==> config.mk <==
export PLATFORM = sky130hd
export DESIGN_NAME = lfsr_seq_monitor_flat
export DESIGN_NICKNAME = d
export VERILOG_FILES = /design/src/rtl/lfsr_seq_monitor_if.sv /design/src/rtl/lfsr_seq_monitor.sv /design/src/flat_wrapper.sv
export SDC_FILE = /design/constraint.sdc
export NUM_CORES = 1
export LEC_CHECK = 0
export BUFFER_PORTS_ARGS = -buffer_cell sky130_fd_sc_hd__clkbuf_2
export CORE_AREA = 2 2 68 70
export CTS_BUF_LIST = sky130_fd_sc_hd__clkbuf_8
export CTS_CLUSTER_SIZE = 8
export DETAILED_ROUTE_END_ITERATION = 7
export DIE_AREA = 0 0 70 72
export SLEW_MARGIN = 20
export SYNTH_ARGS = -nofsm -noshare
export SYNTH_HDL_FRONTEND = slang
export SYNTH_SLANG_ARGS = --single-unit
==> constraint.sdc <==
create_clock -name CLK -period 2.3 [get_ports CLK]
set_clock_uncertainty 0.2 [all_clocks]
set_input_delay 0.46 -clock CLK [delete_from_list [all_inputs] [get_ports CLK]]
set_output_delay 0.46 -clock CLK [all_outputs]
set_load 0.01 [all_outputs]
==> src/rtl/lfsr_seq_monitor_if.sv <==
// Sample and statistics bundle between the DFF feedback-counter harness and lfsr_seq_monitor.
// The harness drives the sample side and the monitor drives the statistics side.
interface lfsr_seq_monitor_if #(
    parameter int CNT_W = 5,
    parameter int ERR_W = 4
);
    logic             EN;
    logic [3:0]       Q;
    logic             CLR;
    logic [CNT_W-1:0] PERIOD;
    logic             PERIOD_VALID;
    logic             SEQ_ERR;
    logic [ERR_W-1:0] ERR_CNT;
    logic             LOCKUP;

    modport master (
        output EN, Q, CLR,
        input  PERIOD, PERIOD_VALID, SEQ_ERR, ERR_CNT, LOCKUP
    );

    modport slave (
        input  EN, Q, CLR,
        output PERIOD, PERIOD_VALID, SEQ_ERR, ERR_CNT, LOCKUP
    );
endinterface

==> src/rtl/lfsr_seq_monitor.sv <==
// Checks that each enabled sample of the 4-bit feedback counter is the successor of the previous one.
// It also measures the lap period, counts mismatches and latches the all-zero lock-up state.
module lfsr_seq_monitor #(
    parameter int CNT_W = 5,
    parameter int ERR_W = 4
) (
    input logic              CLK,
    input logic              RST_bar,
    lfsr_seq_monitor_if.slave bus
);
    typedef enum logic [1:0] {IDLE, TRACK, LOCK} state_t;

    localparam logic [CNT_W-1:0] CNT_MAX = '1;
    localparam logic [ERR_W-1:0] ERR_MAX = '1;

    state_t           state_q, state_d;
    logic [3:0]       ref_q, ref_d;
    logic [3:0]       prev_q, prev_d;
    logic [CNT_W-1:0] cnt_q, cnt_d;
    logic [CNT_W-1:0] period_q, period_d;
    logic             valid_q, valid_d;
    logic             seq_err_q, seq_err_d;
    logic [ERR_W-1:0] err_cnt_q, err_cnt_d;
    logic             lockup_q, lockup_d;

    function automatic logic [3:0] succ(input logic [3:0] s);
        return {s[1] ^ s[0], s[3], s[2], s[1]};
    endfunction

    always_ff @(posedge CLK or negedge RST_bar) begin
        if (!RST_bar) begin
            state_q   <= IDLE;
            ref_q     <= '0;
            prev_q    <= '0;
            cnt_q     <= '0;
            period_q  <= '0;
            valid_q   <= 1'b0;
            seq_err_q <= 1'b0;
            err_cnt_q <= '0;
            lockup_q  <= 1'b0;
        end else begin
            state_q   <= state_d;
            ref_q     <= ref_d;
            prev_q    <= prev_d;
            cnt_q     <= cnt_d;
            period_q  <= period_d;
            valid_q   <= valid_d;
            seq_err_q <= seq_err_d;
            err_cnt_q <= err_cnt_d;
            lockup_q  <= lockup_d;
        end
    end

    // A zero sample wins over every tracking decision, so LOCK is entered from any state.
    always_comb begin
        state_d   = state_q;
        ref_d     = ref_q;
        prev_d    = prev_q;
        cnt_d     = cnt_q;
        period_d  = period_q;
        valid_d   = valid_q;
        seq_err_d = seq_err_q;
        err_cnt_d = err_cnt_q;
        lockup_d  = lockup_q;

        if (bus.CLR) begin
            state_d   = IDLE;
            ref_d     = '0;
            prev_d    = '0;
            cnt_d     = '0;
            period_d  = '0;
            valid_d   = 1'b0;
            seq_err_d = 1'b0;
            err_cnt_d = '0;
            lockup_d  = 1'b0;
        end else if (bus.EN) begin
            if (bus.Q == 4'b0000) begin
                lockup_d = 1'b1;
                state_d  = LOCK;
            end else begin
                case (state_q)
                    IDLE: begin
                        ref_d   = bus.Q;
                        prev_d  = bus.Q;
                        cnt_d   = '0;
                        state_d = TRACK;
                    end
                    TRACK: begin
                        prev_d = bus.Q;
                        if (bus.Q != succ(prev_q)) begin
                            // Resync on the unexpected sample; the stale PERIOD stays visible.
                            seq_err_d = 1'b1;
                            err_cnt_d = (err_cnt_q == ERR_MAX) ? ERR_MAX : err_cnt_q + ERR_W'(1);
                            ref_d     = bus.Q;
                            cnt_d     = '0;
                            valid_d   = 1'b0;
                        end else if (bus.Q == ref_q) begin
                            period_d = (cnt_q == CNT_MAX) ? CNT_MAX : cnt_q + CNT_W'(1);
                            valid_d  = 1'b1;
                            cnt_d    = '0;
                        end else begin
                            cnt_d = (cnt_q == CNT_MAX) ? CNT_MAX : cnt_q + CNT_W'(1);
                        end
                    end
                    LOCK: ;
                    default: state_d = IDLE;
                endcase
            end
        end
    end

    assign bus.PERIOD       = period_q;
    assign bus.PERIOD_VALID = valid_q;
    assign bus.SEQ_ERR      = seq_err_q;
    assign bus.ERR_CNT      = err_cnt_q;
    assign bus.LOCKUP       = lockup_q;
endmodule

==> src/flat_wrapper.sv <==
// flat-port wrapper written by rule: the top's interface ports become plain ports
module lfsr_seq_monitor_flat 
#(
    parameter int CNT_W = 5,
    parameter int ERR_W = 4
)
  (CLK, RST_bar, bus_EN, bus_Q, bus_CLR, bus_PERIOD, bus_PERIOD_VALID, bus_SEQ_ERR, bus_ERR_CNT, bus_LOCKUP);
  lfsr_seq_monitor_if #(.CNT_W(CNT_W), .ERR_W(ERR_W)) bus_i ();
  input logic CLK;
  input logic RST_bar;
  input wire logic [$bits(bus_i.EN)-1:0] bus_EN;
  input wire logic [$bits(bus_i.Q)-1:0] bus_Q;
  input wire logic [$bits(bus_i.CLR)-1:0] bus_CLR;
  output wire logic [$bits(bus_i.PERIOD)-1:0] bus_PERIOD;
  output wire logic [$bits(bus_i.PERIOD_VALID)-1:0] bus_PERIOD_VALID;
  output wire logic [$bits(bus_i.SEQ_ERR)-1:0] bus_SEQ_ERR;
  output wire logic [$bits(bus_i.ERR_CNT)-1:0] bus_ERR_CNT;
  output wire logic [$bits(bus_i.LOCKUP)-1:0] bus_LOCKUP;
  assign bus_i.EN = bus_EN;
  assign bus_i.Q = bus_Q;
  assign bus_i.CLR = bus_CLR;
  assign bus_PERIOD = bus_i.PERIOD;
  assign bus_PERIOD_VALID = bus_i.PERIOD_VALID;
  assign bus_SEQ_ERR = bus_i.SEQ_ERR;
  assign bus_ERR_CNT = bus_i.ERR_CNT;
  assign bus_LOCKUP = bus_i.LOCKUP;
  lfsr_seq_monitor #(.CNT_W(CNT_W), .ERR_W(ERR_W)) u_core (.CLK(CLK), .RST_bar(RST_bar), .bus(bus_i));
endmodule
==> summary.md, run 1 <==
| Metric | Value |
|---|---|
| Status | `completed` |
| Clk Latency, worst-skew pair | `0.27 ns` |
| First-pass GRT wire length | `5380 um` |
| Fillers | `453` |
| Via count | `1112` |
| Drt total wl | `2990 um` |
| Avg Inst Size Synth | `10.3 sq um` |
| Initial antenna violation count | `0` |
| Fin cells | `208` |
| Cts bufs inserted | `3` |
| M1 WL | `1440 um` |
| Area leader, netlist | `dfrtp_1` |
| Global placer's final weighted congestion | `0.831` |
| Critical path peak fanout | `5` |
| Crit-path cells | `inv_1 -> ha_1 -> or2_2 -> and2_1 -> a21boi_4 -> mux2i_1` |
| Fmax | `505 MHz` |
| Largest net degree at the start of global routing | `28` |
| Hold WC Path Type | `in2async` |
| Mapped Cells | `142` |
| Netlist cell types | `37` |
| Max incr delay on CP | `0.38 ns` |
| Post-synth top cells | `27 x dfrtp_1, 14 x nand2_1, 9 x a31oi_1` |
| Die W | `70 um` |
| Layout cells sized above 1 | `17.9%` |
| Max-slew headroom | `54.9%` |
| Ys Warns | `0` |
| Share of the synthesized area in the top cell type | `46.3%` |
| Vias per cell | `5.35` |
| VDD IR max | `0.000190 V` |
| Worst-path clk slew | `0.09 ns` |
| Final Net Count | `169` |
| # clock sinks | `27` |
| Critical Path End Type | `flop` |
| Met2 wire length | `1450 um` |
| Post-synthesis instance area | `1460 sq um` |
| Main synth FF type | `dfrtp_1` |
| Final Hold Fails | `0` |
| Tcrit/Tclk final | `86.1%` |
| Setup CP Type | `reg2reg` |
| CP top delay family | `simple AND/OR/NAND/NOR gates` |
| Placed instance count | `204` |
| Worst path slowest cell | `dfrtp_1` |
| Post-cts resize count | `0` |
| Critical path buffer and inverter count | `1` |
| Count leader, synth | `dfrtp_1` |
| FF+latch count, synth | `27` |
| Root Driver | `clkbuf_8` |
| Grt ovf | `0` |
| Sequential share of the synthesized area | `46.3%` |
| IO Pins | `20` |
| Synth area leaders | `dfrtp_1 46%, mux2i_1 5.5%, xnor2_1 4.8%, a31oi_1 3.9%, nand2_1 3.6%` |
| Pre-antenna DRT Iters | `4` |
| Cell Rows | `24` |
| Pleak | `0.710 nW` |
| Wire length per cell | `14.4 um` |
| Clk buf depth | `2` |
| Hold WS | `0.0130 ns` |
| Number of synthesized flops with an enable pin | `0` |
| Final min period | `1.98 ns` |
| Final setup vio count | `0` |
| Syn nets | `154` |
| IO Port Bufs | `19` |
| Max Transition Viols Final | `0` |
| Post-CTS Repair Setup Buffers | `0` |
| Number of global-route vias before repair | `1174` |
| Final HPWL DP | `2250 um` |
| Tot GR Track Use | `13.0%` |
| PD cells | `565 nW/um^2` |
| Die Area | `5040 sq um` |
| Die height | `72 um` |
| # diodes | `0` |
| Worst EP required | `2.29 ns` |
| RSZ-0062 raised after global routing | `no` |
| Top sig layer | `met4` |
| WP data arrival | `1.97 ns` |
| Hold-fix buffers, CTS | `0` |
| CORE AREA | `4260 sq um` |
| Setup tns final | `0 ns` |
| Iter 0 DRT Violations | `64` |
| FFs w/ async S/R, synth | `100%` |
| H-tree depth | `1` |
| Worst Tran Pin Value | `0.677 ns` |
| Antenna-violating nets left | `0` |
| Met3 routed WL | `86 um` |
| Startpoint Class | `flop` |
| Number of remaining DRC errors | `0` |
| MaxCap Viol Count | `0` |
| Area added between synthesis and finish | `10.7%` |
| Initial core utilization | `34.2%` |
| CTS tree | `yes` |
| Flop2flop setup slack | `0.32 ns` |
## per-layer routing
layer / up-vias / global-route usage [%]
met2: 17 / 22.1
met5: - / 0
met1: 544 / 17.5
li1: 549 / -
met4: 0 / 3.85
met3: 2 / 1.53
## kinds of logic after synthesis
group | after synthesis | share of synthesized area [%]
flops | 27 | 46.3
buf+inv | 14 | 4.72
mux | 8 | 5.49
compound gates | 33 | 16.2
fa+ha+maj | 4 | 3.43
simple gates | 47 | 17.5
xor+xnor | 9 | 6.35
## flip-flops by register name (all words and copies together) (netlist names)
name / flops
u_core.bus.PERIOD_VALID: 1
u_core.bus.LOCKUP: 1
u_core.state_q: 2
u_core.cnt_q: 5
u_core.bus.PERIOD: 5
u_core.prev_q: 4
u_core.ref_q: 4
u_core.bus.SEQ_ERR: 1
u_core.bus.ERR_CNT: 4
## layout by cell type (no fill, tap or decap)
cell type	Yosys	final
a22o_1	3	3
nand4_2	1	1
xnor2_1	8	8
o21a_1	1	1
a311oi_1	4	4
and4_1	3	3
nor2_1	6	6
nand2_1	14	14
o41a_1	1	1
clkbuf_8	0	3
clkinv_2	0	1
a21o_1	1	1
and3_1	1	1
nand2b_1	1	1
a211oi_1	2	2
nor3_1	6	6
nand3_1	1	1
a21boi_4	1	1
nor2b_1	2	2
clkbuf_2	0	19
and2_1	3	3
a32oi_1	1	1
inv_1	4	4
nor4_1	3	3
mux2i_1	8	8
a21oi_1	7	7
nand4_1	3	3
nor4_2	1	1
o21ai_0	3	3
dfrtp_1	27	27
clkinv_1	1	1
xnor3_1	1	1
nor2_2	1	1
ha_1	4	4
or2_2	1	1
a31oi_1	9	9
## final timing paths
| kind | startpoint | endpoint | cells past startpoint |
|---|---|---|---|
| max in group asynchronous | RST_bar | u_core.prev_q[1] | 1 |
| min | RST_bar | u_core.bus.PERIOD[0] | 1 |
| max reg2reg | u_core.state_q[1] | u_core.ref_q[0] | 6 |
| max | u_core.state_q[1] | u_core.ref_q[0] | 6 |
| min in group CLK | bus_EN | u_core.state_q[1] | 3 |
| min reg2reg | u_core.bus.SEQ_ERR | u_core.bus.SEQ_ERR | 1 |
## through the flow
| step | setup slack, ns | total power, W | util [%] | instance area [sq um] |
|---|---|---|---|---|
| final | 0.320 | 0.000912 | 37.9 | 1620 |
| after global routing | 0.164 | 0.000964 | 37.9 | 1620 |
| after CTS | 0.292 | 0.000929 | 37.9 | 1620 |
| after detailed placement | 0.102 | 0.000659 | 36.8 | 1570 |
| after floorplan | 0.333 | 0.000624 | - | 1460 |
| after global placement | 0.195 | 0.000654 | 36.8 | 1570 |
## layout make-up
class	count	area, sq um	share of cell area [%]
clock inverters	1	5.00	0.310
flip-flops and latches	27	676	41.8
inverters	5	18.8	1.16
multi-input cells	101	714	44.2
well taps	52	65.1	4.03
repair buffers	19	95.1	5.89
clock buffers	3	41.3	2.56
## power breakdown
group	total, W	internal (W)	switching (W)	leakage (nW)
logic	0.000144	0.0000559	0.0000883	0.313
registers	0.000505	0.000491	0.0000139	0.371
clock network	0.000263	0.000121	0.000142	0.0255
total	0.000912	0.000668	0.000244	0.710
Note: power is estimated with default switching activity, not from simulation.
==> inputs of run 2 (changes only) <==
--- a/config.mk
+++ b/config.mk
@@ -11,7 +11,9 @@
 export CTS_CLUSTER_SIZE = 8
 export DETAILED_ROUTE_END_ITERATION = 7
 export DIE_AREA = 0 0 70 72
+export GPL_ROUTABILITY_DRIVEN = 0
 export SLEW_MARGIN = 20
 export SYNTH_ARGS = -nofsm -noshare
 export SYNTH_HDL_FRONTEND = slang
 export SYNTH_SLANG_ARGS = --single-unit
+export TNS_END_PERCENT = 5
==> constraint.sdc (replaced) <==
create_clock -name CLK -period 2.1 [get_ports CLK]
set_clock_uncertainty 0.2 [all_clocks]
set_input_delay 0.42 -clock CLK [delete_from_list [all_inputs] [get_ports CLK]]
set_output_delay 0.42 -clock CLK [all_outputs]
set_load 0.01 [all_outputs]
==> summary.md, run 2 (synthesis results as in run 1) <==
| Metric | Value |
|---|---|
| Pleak | `0.735 nW (+3.5%)` |
| Worst EP required | `2.09 ns (-0.20 ns)` |
| Finished Core Util | `38.8% (+0.94 points)` |
| Number of global-route vias before repair | `1182 (+0.68%)` |
| Antenna-violating nets left | `0 (unchanged)` |
| Post-CTS Repair Setup Buffers | `0 (unchanged)` |
| Worst path slowest cell | `dfrtp_1` |
| Final HPWL DP | `2280 um (+1.4%)` |
| R2r endpoint | `u_core.ref_q[3]` |
| Power Internal | `0.000737 W (+10%)` |
| Clk Latency, worst-skew pair | `0.27 ns (about the same)` |
| RSZ-0062 raised after global routing | `no` |
| Die height | `72 um (unchanged)` |
| P_sw | `0.000260 W (+6.6%)` |
| Die Area | `5040 sq um (unchanged)` |
| Area added between synthesis and finish | `13.5%` |
| Grt ovf | `0 (unchanged)` |
| Worst Tran Pin Value | `0.674 ns (-0.00267 ns)` |
| Via count | `1147 (+3.1%)` |
| Setup tns final | `0 ns (unchanged)` |
| MaxCap Viol Count | `0 (unchanged)` |
| Sw Ratio | `26.1% (-0.67 points)` |
| Final Hold Fails | `0 (unchanged)` |
| Iter 0 DRT Violations | `107 (+67%)` |
| Cts bufs inserted | `3 (unchanged)` |
| Hold WC Path Type | `in2reg` |
| Final setup vio count | `0 (unchanged)` |
| CTS tree | `yes` |
| Critical path peak fanout | `5 (unchanged)` |
| Hold WS | `0.232 ns (+0.219 ns)` |
| CP startpoint | `u_core.state_q[0]` |
| Cell Rows | `24 (unchanged)` |
| H-tree depth | `1 (unchanged)` |
| Critical Path End Type | `flop` |
| Flop2flop setup slack | `0.21 ns (-0.11 ns)` |
| WP data arrival | `1.88 ns (-0.09 ns)` |
| Clk pwr share | `28.1% (-0.7 points)` |
| VDD IR max | `0.000229 V (+20%)` |
| # clock sinks | `27 (unchanged)` |
| Initial core utilization | `34.2% (unchanged)` |
| Tcrit/Tclk final | `90.2% (+4.1 points)` |
| Number of remaining DRC errors | `0 (unchanged)` |
| Final min period | `1.89 ns (-0.0851 ns)` |
| Largest net degree at the start of global routing | `28 (unchanged)` |
| IO Pins | `20 (unchanged)` |
| Drt total wl | `2970 um (-0.84%)` |
| Vias per cell | `5.38 (+0.73%)` |
| Flop pwr share | `55.4% (about the same)` |
| First-pass GRT wire length | `5420 um (+0.76%)` |
| Crit-path cells | `ha_1 -> or2_2 -> and2_2 -> a21boi_4 -> mux2i_1` |
| Fmax | `528 MHz (+4.5%)` |
| Final Net Count | `174 (+3.0%)` |
| Finished Cell Area | `1660 sq um (+2.5%)` |
| Critical path endpoint | `u_core.ref_q[3]` |
| Clk buf depth | `2 (unchanged)` |
| Max Transition Viols Final | `0 (unchanged)` |
| IO Port Bufs | `19 (unchanged)` |
| Placed inst area | `1600 sq um (+1.9%)` |
| Most frequent cells in the layout | `27 x dfrtp_1, 19 x clkbuf_2, 14 x nand2_1, 9 x a31oi_1` |
| PD cells | `602 nW/um^2 (+6.6%)` |
| RR Startpoint | `u_core.state_q[0]` |
| Layout cells sized above 1 | `19.9% (+1.9 points)` |
| Critical path buffer and inverter count | `0 (-1)` |
| CP top delay family | `simple AND/OR/NAND/NOR gates` |
| Wire length per cell | `13.9 um (-3.2%)` |
| Initial antenna violation count | `0 (unchanged)` |
| Tot GR Track Use | `13.2% (+0.21 points)` |
| CORE AREA | `4260 sq um (unchanged)` |
| # diodes | `0 (unchanged)` |
| Worst-path clk slew | `0.09 ns (about the same)` |
| Die W | `70 um (unchanged)` |
| Pre-antenna DRT Iters | `4 (unchanged)` |
| Logic pwr share | `16.5% (+0.7 points)` |
| Max-slew headroom | `55.1% (+0.18 points)` |
| Setup CP Type | `reg2reg` |
| Cells on worst reg2reg path | `5 (-1)` |
| Critical Path Stages | `5 (-1)` |
| Status | `completed` |
| Most common cell after layout, fill and taps aside | `dfrtp_1` |
| Startpoint Class | `flop` |
| Max incr delay on CP | `0.41 ns (+0.03 ns)` |
| Root Driver | `clkbuf_8` |
-- run 2: metrics by stage --
stage	power, W	cells	setup WS (ns)
5_1_grt	0.00106	213	0.0516
3_3_place_gp	0.000723	208	0.0802
4_1_cts	0.00102	213	0.101
2_1_floorplan	0.000684	142	0.173
6_report	0.000997	213	0.205
3_5_place_dp	0.000728	208	0.0561
-- run 2: worst min-delay path by stage --
stage	from	end	slack [ns]	depth (start not counted)
floorplan	RST_bar	u_core.bus.ERR_CNT[0]	-0.08	0
global placement	RST_bar	u_core.cnt_q[2]	0.28	1
detailed placement	RST_bar	u_core.cnt_q[4]	0.29	1
CTS	bus_EN	u_core.state_q[1]	0.22	3
global route	bus_EN	u_core.state_q[1]	0.26	3
finish	bus_EN	u_core.state_q[1]	0.23	3
-- run 2: worst min-delay path: stages --
cell      delay [ns]
clkbuf_2        0.12
nand2_1         0.06
a21oi_1         0.06
-- run 2: what timing repair did --
| action | CTS | global route |
|---|---|---|
| setup endpoints to repair | 0 | 1 |
| hold buffers | 1 | 0 |
| hold endpoints to repair | 27 | 0 |
| gates resized for setup | 0 | 1 |
-- run 2: layout make-up --
type | count | area (sq um)
Clock buffer | 3 | 41.3
Clock inverter | 1 | 3.75
Fill cell | 428 | 2610
Inverter | 5 | 18.8
Multi-Input combinational cell | 101 | 716
Sequential cell | 27 | 676
Tap cell | 52 | 65.1
Timing Repair Buffer | 24 | 135
-- run 2: routing by layer --
| layer | share of wire (%) | up-vias | GRT usage, % |
|---|---|---|---|
| met4 | 0.91 | 0 | 3.85 |
| met5 | 0 | - | 0 |
| met3 | 4.0 | 4 | 2.78 |
| met1 | 46 | 559 | 17.1 |
| met2 | 49 | 24 | 22.4 |
| li1 | - | 560 | - |
-- run 2: power groups by stage --
stage / Combinational, W / Sequential (W) / Clock, W
CTS: 0.000167 / 0.000553 / 0.000296
detailed placement: 0.000164 / 0.000563 / 0
finish: 0.000164 / 0.000552 / 0.000280
floorplan: 0.000121 / 0.000562 / 0
global placement: 0.000161 / 0.000562 / 0
global route: 0.000185 / 0.000556 / 0.000317
==> inputs of run 3 (changes only) <==
==> constraint.sdc (replaced) <==
create_clock -name CLK -period 1.6 [get_ports CLK]
set_clock_uncertainty 0.2 [all_clocks]
set_input_delay 0.32 -clock CLK [delete_from_list [all_inputs] [get_ports CLK]]
set_output_delay 0.32 -clock CLK [all_outputs]
set_load 0.01 [all_outputs]
==> summary.md, run 3 (synthesis results as in run 1) <==
| Metric | Value |
|---|---|
| Grt ovf | `0 (unchanged)` |
| Largest net degree at the start of global routing | `28 (unchanged)` |
| # clock sinks | `27 (unchanged)` |
| Logic pwr share | `20.5% (+4.0 points)` |
| Final HPWL DP | `2430 um (+6.8%)` |
| P_sw | `0.000392 W (+51%)` |
| Antenna-violating nets left | `0 (unchanged)` |
| Setup WS post-layout | `-0.157 ns (-0.362 ns)` |
| Total power | `0.00140 W (+41%)` |
| Die W | `70 um (unchanged)` |
| Cts bufs inserted | `3 (unchanged)` |
| Worst-path clk slew | `0.10 ns (about the same)` |
| Via count | `1230 (+7.2%)` |
| Max-slew headroom | `76.2% (+21 points)` |
| Final setup vio count | `18 (+18)` |
| Die Area | `5040 sq um (unchanged)` |
| Pre-antenna DRT Iters | `4 (unchanged)` |
| Area added between synthesis and finish | `28.4%` |
| Final Net Count | `192 (+10%)` |
| CTS tree | `yes` |
| Cell Rows | `24 (unchanged)` |
| H-tree depth | `1 (unchanged)` |
| Most common cell after layout, fill and taps aside | `dfrtp_1` |
| CORE AREA | `4260 sq um (unchanged)` |
| PD cells | `749 nW/um^2 (+24%)` |
| Vias per cell | `5.32 (-1.1%)` |
| Critical Path End Type | `flop` |
| WP data arrival | `1.76 ns (-0.12 ns)` |
| Drt total wl | `3300 um (+11%)` |
| Flop pwr share | `51.8% (-3.6 points)` |
| Final min period | `1.76 ns (-0.138 ns)` |
| Finished Core Util | `43.9% (+5.1 points)` |
| Fmax | `569 MHz (+7.8%)` |
| IO Port Bufs | `19 (unchanged)` |
| Initial antenna violation count | `0 (unchanged)` |
| MaxCap Viol Count | `0 (unchanged)` |
| Startpoint Class | `flop` |
| VDD IR max | `0.000348 V (+52%)` |
| Tcrit/Tclk final | `110% (+20 points)` |
| First-pass GRT wire length | `6190 um (+14%)` |
| Max Transition Viols Final | `0 (unchanged)` |
| Die height | `72 um (unchanged)` |
| Clk buf depth | `2 (unchanged)` |
| Layout cells sized above 1 | `35.8% (+16 points)` |
| Worst EP required | `1.60 ns (-0.49 ns)` |
| Sw Ratio | `28.0% (+1.9 points)` |
| Hold WC Path Type | `in2reg` |
| Post-CTS Repair Setup Buffers | `0 (unchanged)` |
| RSZ-0062 raised after global routing | `yes` |
| Pleak | `0.843 nW (+15%)` |
| Clk Latency, worst-skew pair | `0.27 ns (about the same)` |
| Final Hold Fails | `0 (unchanged)` |
| IO Pins | `20 (unchanged)` |
| Worst Tran Pin Value | `0.356 ns (-0.318 ns)` |
| Number of remaining DRC errors | `0 (unchanged)` |
| Iter 0 DRT Violations | `54 (-50%)` |
| Failing checks | `setup timing` |
| Setup CP Type | `reg2reg` |
| Setup tns final | `-1.46 ns (-1.46 ns)` |
| Number of global-route vias before repair | `1308 (+11%)` |
| Wire length per cell | `14.3 um (+2.6%)` |
| Most frequent cells in the layout | `27 x dfrtp_1, 21 x buf_4, 19 x clkbuf_2, 13 x nand2_1, 8 x mux2i_1` |
| Root Driver | `clkbuf_8` |
| Power Internal | `0.00101 W (+37%)` |
| Status | `finished with violations` |
| Hold path cells | `2 (-1)` |
| # diodes | `0 (unchanged)` |
| Initial core utilization | `34.2% (unchanged)` |
| Critical path peak fanout | `5 (unchanged)` |
| Clk pwr share | `27.6% (-0.5 points)` |
| Tot GR Track Use | `15.1% (+1.9 points)` |
| Cells on worst reg2reg path | `4 (-1)` |
-- run 3: what timing repair did --
| action | CTS | global route |
|---|---|---|
| pin swaps | 6 | 4 |
| endpoints found under the hold margin | 27 | 0 |
| hold buffers | 1 | 0 |
| cloned | 1 | 0 |
| setup endpoints to repair | 24 | 24 |
| gates resized for setup | 14 | 6 |
-- run 3: power by group through the flow --
stage | Clock [W] | Combinational (W) | Sequential [W]
4_1_cts | 0.000404 | 0.000283 | 0.000727
5_1_grt | 0.000431 | 0.000321 | 0.000731
3_3_place_gp | 0 | 0.000241 | 0.000737
6_report | 0.000388 | 0.000288 | 0.000727
3_5_place_dp | 0 | 0.000249 | 0.000739
2_1_floorplan | 0 | 0.000161 | 0.000738
-- run 3: path summary, 6_finish.rpt --
kind / startpoint / endpoint / slack (ns)
max: u_core.prev_q[0] / u_core.ref_q[3] / -0.16
min in group asynchronous: RST_bar / u_core.prev_q[2] / 0.37
min: bus_CLR / u_core.bus.PERIOD[0] / 0.20
max reg2reg: u_core.prev_q[0] / u_core.ref_q[3] / -0.16
min reg2reg: u_core.bus.SEQ_ERR / u_core.bus.SEQ_ERR / 0.32
max in group asynchronous: RST_bar / u_core.bus.PERIOD[4] / 0.56
-- run 3: area by class of cell --
type,instances,area [sq um]
clock buffers,3,41.3
multi-input cells,102,806
clock inverters,1,3.75
fillers,437,2390
well taps,52,65.1
flip-flops and latches,27,676
inverters,5,18.8
repair buffers,41,263
-- run 3: per-stage QoR --
step	hold slack (ns)	setup slack (ns)	area (sq um)	cells
global placement	0.140	-0.333	1730	225
CTS	0.195	-0.168	1850	231
floorplan	-0.176	-0.174	1470	142
detailed placement	0.150	-0.435	1730	225
finish	0.203	-0.157	1870	231
global route	0.222	-0.243	1870	231
-- run 3: worst max-delay path: stages, from the launching register on --
cell      delay (ns)
dfrtp_1         0.41
xnor3_2         0.42
and4_4          0.21
a21boi_4        0.22
mux2i_1         0.23
-- run 3: layer usage --
| metal | routed length, um | global-route usage (%) | up-vias |
|---|---|---|---|
| met2 | 1650 | 25.2 | 22 |
| met5 | 0 | 0 | - |
| met3 | 127 | 1.94 | 4 |
| li1 | - | - | 596 |
| met1 | 1510 | 21.1 | 608 |
| met4 | 22 | 3.42 | 0 |
